[src/rtl/useq_pkg.sv]
// rtl/useq_pkg.sv - shared types and constants for the microsequencer controller
//
// Purpose: sequencing-field encodings, controller state encodings, default
//          widths and datapath flag bit positions.
// Ports:   none (package).

package useq_pkg;

    localparam int          UPC_W_DEF       = 5;
    localparam int          OP_W_DEF        = 4;
    localparam int          STACK_DEPTH_DEF = 4;
    localparam logic [4:0]  DISP_BASE_DEF   = 5'h10;

    // Bit positions inside the {V,C,N,Z} flags vector.
    localparam int FLAG_Z = 0;
    localparam int FLAG_N = 1;
    localparam int FLAG_C = 2;
    localparam int FLAG_V = 3;

    typedef enum logic [2:0] {
        SEQ_NEXT     = 3'd0,
        SEQ_JUMP     = 3'd1,
        SEQ_BRANCH   = 3'd2,
        SEQ_DISPATCH = 3'd3,
        SEQ_CALL     = 3'd4,
        SEQ_RET      = 3'd5,
        SEQ_WAIT     = 3'd6,
        SEQ_HALT     = 3'd7
    } seq_op_e;

    typedef enum logic [1:0] {
        ST_IDLE   = 2'd0,
        ST_RUN    = 2'd1,
        ST_HALTED = 2'd2,
        ST_FAULT  = 2'd3
    } state_e;

endpackage

[src/rtl/useq_if.sv]
// rtl/useq_if.sv - microinstruction fields and upcreg hookup for the microsequencer
//
// Purpose: bundles the decoded microinstruction fields, datapath status and the
//          upcreg load/increment path.
// Ports (signals):
//   seq_op, br_addr, cond_sel, flags, opcode, mem_ready, upc : into the controller
//   load_incr, upc_next                                        : out of the controller
// Modports: master = ROM/datapath/upcreg side, slave = controller side.

interface useq_if
    import useq_pkg::*;
#(
    parameter int UPC_W = UPC_W_DEF,
    parameter int OP_W  = OP_W_DEF
);
    logic [2:0]       seq_op;
    logic [UPC_W-1:0] br_addr;
    logic [1:0]       cond_sel;
    logic [3:0]       flags;
    logic [OP_W-1:0]  opcode;
    logic             mem_ready;
    logic [UPC_W-1:0] upc;
    logic             load_incr;
    logic [UPC_W-1:0] upc_next;

    modport master (
        output seq_op, br_addr, cond_sel, flags, opcode, mem_ready, upc,
        input  load_incr, upc_next
    );

    modport slave (
        input  seq_op, br_addr, cond_sel, flags, opcode, mem_ready, upc,
        output load_incr, upc_next
    );
endinterface

[src/rtl/useq_stack.sv]
// rtl/useq_stack.sv - micro-return LIFO
//
// Purpose: small return-address stack; contents are not reset, only the pointer.
// Ports:
//   clk, reset      : clock, asynchronous active-high reset (pointer only)
//   push, din       : write din on top (ignored when full)
//   pop, dout       : dout always shows the top entry; pop removes it (ignored when empty)
//   full, empty     : occupancy flags

module useq_stack #(
    parameter int DEPTH = 4,
    parameter int WIDTH = 5
) (
    input  logic             clk,
    input  logic             reset,
    input  logic             push,
    input  logic             pop,
    input  logic [WIDTH-1:0] din,
    output logic [WIDTH-1:0] dout,
    output logic             full,
    output logic             empty
);
    localparam int AW   = (DEPTH > 1) ? $clog2(DEPTH) : 1;
    localparam int SP_W = AW + 1;

    logic [SP_W-1:0]  sp;
    logic [WIDTH-1:0] mem [DEPTH];
    logic [AW-1:0]    wr_idx;
    logic [AW-1:0]    rd_idx;

    assign wr_idx = sp[AW-1:0];
    assign rd_idx = sp[AW-1:0] - 1'b1;
    assign full   = (sp == SP_W'(DEPTH));
    assign empty  = (sp == '0);
    assign dout   = mem[rd_idx];

    always_ff @(posedge clk or posedge reset) begin
        if (reset) begin
            sp <= '0;
        end else if (push && !full) begin
            sp <= sp + 1'b1;
        end else if (pop && !empty) begin
            sp <= sp - 1'b1;
        end
    end

    always_ff @(posedge clk) begin
        if (push && !full) begin
            mem[wr_idx] <= din;
        end
    end
endmodule

[src/rtl/useq_ctrl.sv]
// rtl/useq_ctrl.sv - microsequencer controller driving the micro-PC register
//
// Purpose: decodes the sequencing field each cycle and tells upcreg whether to
//          increment or load upc_next; owns run/halt/fault state.
// Config:  USEQ_STACK_EN enables CALL/RET with the micro-return stack; without
//          it CALL/RET behave as NEXT and fault is tied low.
// Ports:
//   clk, reset : clock, asynchronous active-high reset
//   start      : begin execution at upc 0 (IDLE/HALTED only)
//   bus        : useq_if slave (microinstruction fields in, load_incr/upc_next out)
//   running    : state is RUN
//   fault      : sticky stack over/underflow, cleared only by reset

module useq_ctrl
    import useq_pkg::*;
#(
    parameter int               UPC_W     = UPC_W_DEF,
    parameter int               OP_W      = OP_W_DEF,
    parameter logic [UPC_W-1:0] DISP_BASE = UPC_W'(DISP_BASE_DEF)
`ifdef USEQ_STACK_EN
    , parameter int             STACK_DEPTH = STACK_DEPTH_DEF
`endif
) (
    input  logic  clk,
    input  logic  reset,
    input  logic  start,
    useq_if.slave bus,
    output logic  running,
    output logic  fault
);
    state_e           state;
    state_e           state_nx;
    logic [UPC_W-1:0] disp_target;

    assign disp_target = DISP_BASE | UPC_W'(bus.opcode);

`ifdef USEQ_STACK_EN
    logic             push;
    logic             pop;
    logic [UPC_W-1:0] ret_addr;
    logic [UPC_W-1:0] stk_dout;
    logic             stk_full;
    logic             stk_empty;

    assign ret_addr = bus.upc + 1'b1;

    useq_stack #(
        .DEPTH (STACK_DEPTH),
        .WIDTH (UPC_W)
    ) u_stack (
        .clk   (clk),
        .reset (reset),
        .push  (push),
        .pop   (pop),
        .din   (ret_addr),
        .dout  (stk_dout),
        .full  (stk_full),
        .empty (stk_empty)
    );

    assign fault = (state == ST_FAULT);
`else
    assign fault = 1'b0;
`endif

    assign running = (state == ST_RUN);

    always_ff @(posedge clk or posedge reset) begin
        if (reset) begin
            state <= ST_IDLE;
        end else begin
            state <= state_nx;
        end
    end

    // Default action is "hold": load the current upc back into upcreg.
    always_comb begin
        state_nx      = state;
        bus.load_incr = 1'b1;
        bus.upc_next  = bus.upc;
`ifdef USEQ_STACK_EN
        push          = 1'b0;
        pop           = 1'b0;
`endif
        case (state)
            ST_IDLE: begin
                bus.upc_next = '0;
                if (start) begin
                    state_nx = ST_RUN;
                end
            end
            ST_HALTED: begin
                if (start) begin
                    bus.upc_next = '0;
                    state_nx     = ST_RUN;
                end
            end
            ST_RUN: begin
                case (seq_op_e'(bus.seq_op))
                    SEQ_JUMP: bus.upc_next = bus.br_addr;
                    SEQ_BRANCH: begin
                        if (bus.flags[bus.cond_sel]) begin
                            bus.upc_next = bus.br_addr;
                        end else begin
                            bus.load_incr = 1'b0;
                        end
                    end
                    SEQ_DISPATCH: bus.upc_next = disp_target;
`ifdef USEQ_STACK_EN
                    SEQ_CALL: begin
                        if (stk_full) begin
                            state_nx = ST_FAULT;
                        end else begin
                            push         = 1'b1;
                            bus.upc_next = bus.br_addr;
                        end
                    end
                    SEQ_RET: begin
                        if (stk_empty) begin
                            state_nx = ST_FAULT;
                        end else begin
                            pop          = 1'b1;
                            bus.upc_next = stk_dout;
                        end
                    end
`endif
                    // mem_ready releases the wait by incrementing in the same cycle.
                    SEQ_WAIT: bus.load_incr = !bus.mem_ready;
                    SEQ_HALT: state_nx = ST_HALTED;
                    default:  bus.load_incr = 1'b0;
                endcase
            end
            default: ;
        endcase
    end
endmodule

[src/flat_wrapper.sv]
// flat-port wrapper written by rule: the top's interface ports become plain ports
module useq_ctrl_flat import useq_pkg::*;
#(
    parameter int               UPC_W     = UPC_W_DEF,
    parameter int               OP_W      = OP_W_DEF,
    parameter logic [UPC_W-1:0] DISP_BASE = UPC_W'(DISP_BASE_DEF)

)
  (clk, reset, start, running, fault, bus_seq_op, bus_br_addr, bus_cond_sel, bus_flags, bus_opcode, bus_mem_ready, bus_upc, bus_load_incr, bus_upc_next);
  useq_if #(.UPC_W(UPC_W), .OP_W(OP_W)) bus_i ();
  input  logic clk;
  input  logic reset;
  input  logic start;
  output logic running;
  output logic fault;
  input wire logic [$bits(bus_i.seq_op)-1:0] bus_seq_op;
  input wire logic [$bits(bus_i.br_addr)-1:0] bus_br_addr;
  input wire logic [$bits(bus_i.cond_sel)-1:0] bus_cond_sel;
  input wire logic [$bits(bus_i.flags)-1:0] bus_flags;
  input wire logic [$bits(bus_i.opcode)-1:0] bus_opcode;
  input wire logic [$bits(bus_i.mem_ready)-1:0] bus_mem_ready;
  input wire logic [$bits(bus_i.upc)-1:0] bus_upc;
  output wire logic [$bits(bus_i.load_incr)-1:0] bus_load_incr;
  output wire logic [$bits(bus_i.upc_next)-1:0] bus_upc_next;
  assign bus_i.seq_op = bus_seq_op;
  assign bus_i.br_addr = bus_br_addr;
  assign bus_i.cond_sel = bus_cond_sel;
  assign bus_i.flags = bus_flags;
  assign bus_i.opcode = bus_opcode;
  assign bus_i.mem_ready = bus_mem_ready;
  assign bus_i.upc = bus_upc;
  assign bus_load_incr = bus_i.load_incr;
  assign bus_upc_next = bus_i.upc_next;
  useq_ctrl #(.UPC_W(UPC_W), .OP_W(OP_W), .DISP_BASE(DISP_BASE)) u_core (.clk(clk), .reset(reset), .start(start), .bus(bus_i), .running(running), .fault(fault));
endmodule
[config.mk]
export PLATFORM = sky130hd
export DESIGN_NAME = useq_ctrl_flat
export DESIGN_NICKNAME = d
export VERILOG_FILES = /design/src/rtl/useq_pkg.sv /design/src/rtl/useq_if.sv /design/src/rtl/useq_stack.sv /design/src/rtl/useq_ctrl.sv /design/src/flat_wrapper.sv
export SDC_FILE = /design/constraint.sdc
export NUM_CORES = 1
export LEC_CHECK = 0
export CORE_AREA = 5 5 42 44
export DETAILED_ROUTE_END_ITERATION = 16
export DIE_AREA = 0 0 47 49
export PLACE_DENSITY = 0.8
export SYNTH_ARGS = -nofsm -noshare
export SYNTH_HDL_FRONTEND = slang
export SYNTH_SLANG_ARGS = --single-unit
export TNS_END_PERCENT = 100
[constraint.sdc]
create_clock -name clk -period 4 [get_ports clk]
set_clock_uncertainty 0.1 [all_clocks]
set_input_delay 0.8 -clock clk [delete_from_list [all_inputs] [get_ports clk]]
set_output_delay 0.8 -clock clk [all_outputs]
set_load 0.05 [all_outputs]
# Word-level counts from Yosys, hierarchy flattened
# Index checks and enable logic that the tools add are counted.
# classes
muxes	12
reduce_logical	6
eq_ne	9
n_lt_le_gt_ge	1
# ops
op	n
$pmux 5 s3	2
$mux 5	2
$eq 3x2->1 const B	2
$eq 3x3->1 const B	2
$mux 2	2
$ne 2x1->1 const B	2
$pmux 2 s2	1
$eq 3x1->1 const B	1
$lt 2x3->1 const B	1
$mux 1	3
$pmux 1 s3	1
$reduce_and 3->1	1
$reduce_or 3->1	1
$bmux 1 s2	1
$eq 2x1->1 const B	1
$eq 2x2->1 const B	1
$logic_not 2->1	1
$reduce_bool 2->1	1
$reduce_or 2->1	1
$logic_not 1->1	1
# word_totals
elab_cells	29
reg_bits	2
in_bits	27
out_inout_bits	8

# Depth between registers and ports, before layout
# logic_depth
word_depth	5
depth_mapped	5
depth_no_buf	5

# Least setup slack after synthesis
# Ideal clock, no wire load.
# synth_timing
path_kind	input-to-output
from	input bus_seq_op[1]
to	output bus_upc_next[4]
n_path_buf	1
cell_stages	5
t_required_ns	3.100
t_arrival_ns	2.058
slack_ns	1.042
cell_sequence	buf_6 > and2b_1 > o2bb2ai_4 > a21oi_1 > o2bb2ai_1
# synth_between
elab_chain_cells	3
word_cells_on_any_way	5
classes_between	eq/ne: 3; mux: 2
# synth_rtl
item	line_no	source
from (decl)	flat_wrapper.sv:16	input wire logic [$bits(bus_i.seq_op)-1:0] bus_seq_op;
$eq 3x2->1 or $eq 3x1->1 (tied branches)	useq_ctrl.sv:99	case (seq_op_e'(bus.seq_op))
$pmux 5 s3 *	useq_ctrl.sv:99	
$pmux 5 s3 *	useq_ctrl.sv:85	case (state)
to (decl)	flat_wrapper.sv:24	output wire logic [$bits(bus_i.upc_next)-1:0] bus_upc_next;
# Mark *: on every way between the ends. The rest lies on a longest branch, timed or not.

# Final worst setup path
# layout_timing
from	input bus_cond_sel[1]
to	output bus_upc_next[3]
# layout_between
elab_chain_cells	5
# layout_rtl
item	line_no	source
from (decl)	flat_wrapper.sv:18	input wire logic [$bits(bus_i.cond_sel)-1:0] bus_cond_sel;
$bmux 1 s2	useq_ctrl.sv:102	if (bus.flags[bus.cond_sel]) begin
$mux 1 (implied by the code)	useq_ctrl.sv:102	
$mux 5	useq_ctrl.sv:102	
$pmux 5 s3	useq_ctrl.sv:99	
$pmux 5 s3	useq_ctrl.sv:85	
# No other way between the ends. The select of a mux whose other input is x is not followed.

==> impl_results.md <==
- Input/output buffers: 33
- Critical path class: in2out
- Hold/Removal Path Class: reg2reg
- Slew headroom: 66.5%
- Top reg by flops: u_core.state
- Fill count: 138
- Multi-input combinational cell area: 309 um^2
- Mean area per synthesized cell: 8.36 um^2
- Iter 0 DRT Violations: 10
- Max capacitance violation total: 0
- Hold Slack: 0.543 ns
- Vias in the first global route: 483
- Quantity of hold-fixing buffers added after cts: 0
- Post-route DRC violation count: 0
- Post-synthesis sequential area ratio: 12.7%
- RSZ-0062 raised after global routing: false
- Largest net degree at the start of global routing: 7
- Terminus of the critical flop-to-flop path: u_core.state[1]$_DFFE_PP0P_
- Core area: 0.00140 mm^2
- Crit start category: input pin
- Final net count: 111
- Hold Fails Final Rpt: 0
- Root Buffer: clkbuf_4
- Worst setup EP type: primary output
- Fmax: 291 MHz
- Standard-cell rows: 14
- Largest stage delay, worst path: 0.52 ns
- RD Place Congestion: 0.683
- GRT Overall Usage: 11.4%
- Synthesized netlist cell count: 47
- Detail Placement HPWL: 1150 um
- R2R cell count: 2
- CP cell instances: clkdlybuf4s50_1 -> mux2_4 -> o2bb2ai_4 -> o311ai_4 -> a221o_1 -> buf_12
- Final setup vio count: 0
- Post-CTS Resized: 0
- PD cells: 304 mW/mm^2
- Final period utilization: 86.0%
- CP Launch Point: bus_cond_sel[1]
- Synth unique cells: 25
- Total of warnings raised by yosys: 0
- Clock sinks: 2
- Wire per inst: 13.4 um
- First-pass GRT wire length: 1950 um
- Reg-to-Reg Start: u_core.state[0]$_DFFE_PP0P_
- Top Registers: u_core.state: 2 flops
- Total Wirelength: 1310 um
- Final critical-path required period: 3.44 ns
- Critical-path top delay cell: clkdlybuf4s50_1
- Area Overhead vs Synth: 104%
- CP arrival: 2.54 ns
- Status: completed
- ANT nets after route: 0
- Measured slew at the worst slew-check pin: 0.501 ns
- Register area: 50.0 um^2
- CTS clk-pin slew, worst paths: 0.03 ns
- Cell taking the most area after synthesis: dfrtp_1
- Antenna fix cells: 0
- Setup ws final: 0.561 ns
- I/O pins: 35
- Setup TNS: 0 ns
- Place WS: 0.567 ns
- Bufs and invs on worst path: 2
- CTS tree: yes
- Largest register FFs: 2
- Max-slew violations: 0
- Chip height: 49 um
- Levels on crit path: 6
- DR pass1 iterations: 4
- Via count: 489
- Global route overflow: 0
- H-tree Lvls: 1
- Initial Utilization: 28.0%
- Clk buf depth: 2
- CP top delay family: compound AO/OA/AOI/OAI gates
- VDD IR-drop max: 0.173 mV
- CP max FO: 5
- Die area: 0.00230 mm^2
- Worst Setup EP: bus_upc_next[3]
- Yosys reg bits: 2
- WP data required: 3.10 ns
- Via/cell ratio: 4.99
- TritonCTS Buffers: 3
- Syn Nets: 74
- Yosys top cell area share: 12.7%
- Clk_lat worst skew: 0.23 ns
- Cell Area, Synth: 393 um^2
- Leakage: 0.000334 uW
- Synth area leaders: dfrtp_1 (13%), mux2i_1 (13%), a221o_1 (10%), o2bb2ai_4 (7.0%), o311ai_4 (6.7%)
- Layout cell share with drive strength beyond 1: 18.3%
- R2R setup slack: 2.84 ns
- Finished Core Util: 57.2%
- Post-CTS setup buffers: 0
- Chip width: 47 um
- Initial antenna violation count: 0
## Yosys cell counts
| cell type | count |
|---|---|
| nor2b_1 | 2 |
| inv_1 | 3 |
| a211o_1 | 1 |
| o21a_1 | 1 |
| buf_4 | 1 |
| a22oi_1 | 1 |
| o21ai_0 | 2 |
| mux2i_1 | 5 |
| o2bb2ai_1 | 1 |
| o311ai_4 | 1 |
| mux2_4 | 1 |
| nor2_1 | 6 |
| dfrtp_1 | 2 |
| and2b_1 | 1 |
| a221o_1 | 4 |
| nand2_1 | 4 |
| nor3b_2 | 1 |
| conb_1 | 1 |
| a21oi_1 | 2 |
| or2b_1 | 1 |
| o2bb2ai_4 | 1 |
| nor3_1 | 2 |
| nand2b_1 | 1 |
| buf_6 | 1 |
| inv_2 | 1 |
## per-layer routing
metal / GRT usage, % / up-vias / wire length (um) / share of wire (%)
met5: 0 / - / 0 / 0
met3: 2.58 / 3 / 131 / 10
met4: 5.53 / 0 / 19 / 1.4
li1: - / 242 / - / -
met1: 11.6 / 224 / 444 / 34
met2: 20.4 / 20 / 718 / 55
## power breakdown
| part | leakage, uW | internal [uW] | switching [uW] | total [uW] |
|---|---|---|---|---|
| Sequential | 0.0000202 | 24.1 | 1.96 | 26.1 |
| Clock | 0.0000138 | 33.1 | 12.4 | 45.5 |
| Combinational | 0.000300 | 81.5 | 90.5 | 172 |
| Total | 0.000334 | 139 | 105 | 244 |
## how the worst min path moves through the flow
stage / from / cells past startpoint / slack [ns] / to
finish: u_core.state[1]$_DFFE_PP0P_ / 2 / 0.54 / u_core.state[1]$_DFFE_PP0P_
CTS: u_core.state[1]$_DFFE_PP0P_ / 2 / 0.55 / u_core.state[1]$_DFFE_PP0P_
detailed placement: u_core.state[1]$_DFFE_PP0P_ / 2 / 0.55 / u_core.state[1]$_DFFE_PP0P_
floorplan: reset / 1 / 0.44 / u_core.state[0]$_DFFE_PP0P_
global placement: u_core.state[1]$_DFFE_PP0P_ / 2 / 0.53 / u_core.state[1]$_DFFE_PP0P_
global route: u_core.state[0]$_DFFE_PP0P_ / 2 / 0.59 / u_core.state[0]$_DFFE_PP0P_
## logic make-up (layout without fill, tap and decap cells)
group	Yosys count	count (layout)	share of synthesized area (%)
compound gates	14	14	37.3
buf+inv	6	41	8.60
flops	2	2	12.7
mux	6	6	16.6
other cells	1	1	0.954
simple gates	18	18	23.9
## worst register-to-register path: cells and delay by family (launching register included)
family | cells | cell delay [ns]
AO/OA/AOI/OAI | 2 | 0.52
flip-flops | 1 | 0.39
## placed cells by master, fill, tap and decap left out
cell	n
a21oi_1	2
a221o_1	4
dfrtp_1	2
a22oi_1	1
nor2_1	6
o21a_1	1
and2b_1	1
o2bb2ai_1	1
a211o_1	1
nor3_1	2
o21ai_0	2
or2b_1	1
inv_1	3
nor3b_2	1
nand2_1	4
o311ai_4	1
inv_2	1
clkdlybuf4s50_1	27
mux2_4	1
conb_1	1
nand2b_1	1
buf_12	5
buf_4	2
nor2b_1	2
o2bb2ai_4	1
clkbuf_4	3
mux2i_1	5
## through the flow
stage	instance area, um^2	std cells	total power, uW
floorplan	393	47	121
global placement	779	95	197
detailed placement	779	95	199
CTS	802	98	246
global route	802	98	255
finish	802	98	244
## layout make-up
class / instances / area share [%]
timing repair buffer: 34 / 48.0
multi-input combinational: 39 / 38.5
sequential: 2 / 6.24
clock buffer: 3 / 2.81
tap: 16 / 2.50
inverter: 4 / 1.87
Power figures use the tool's default switching activity.
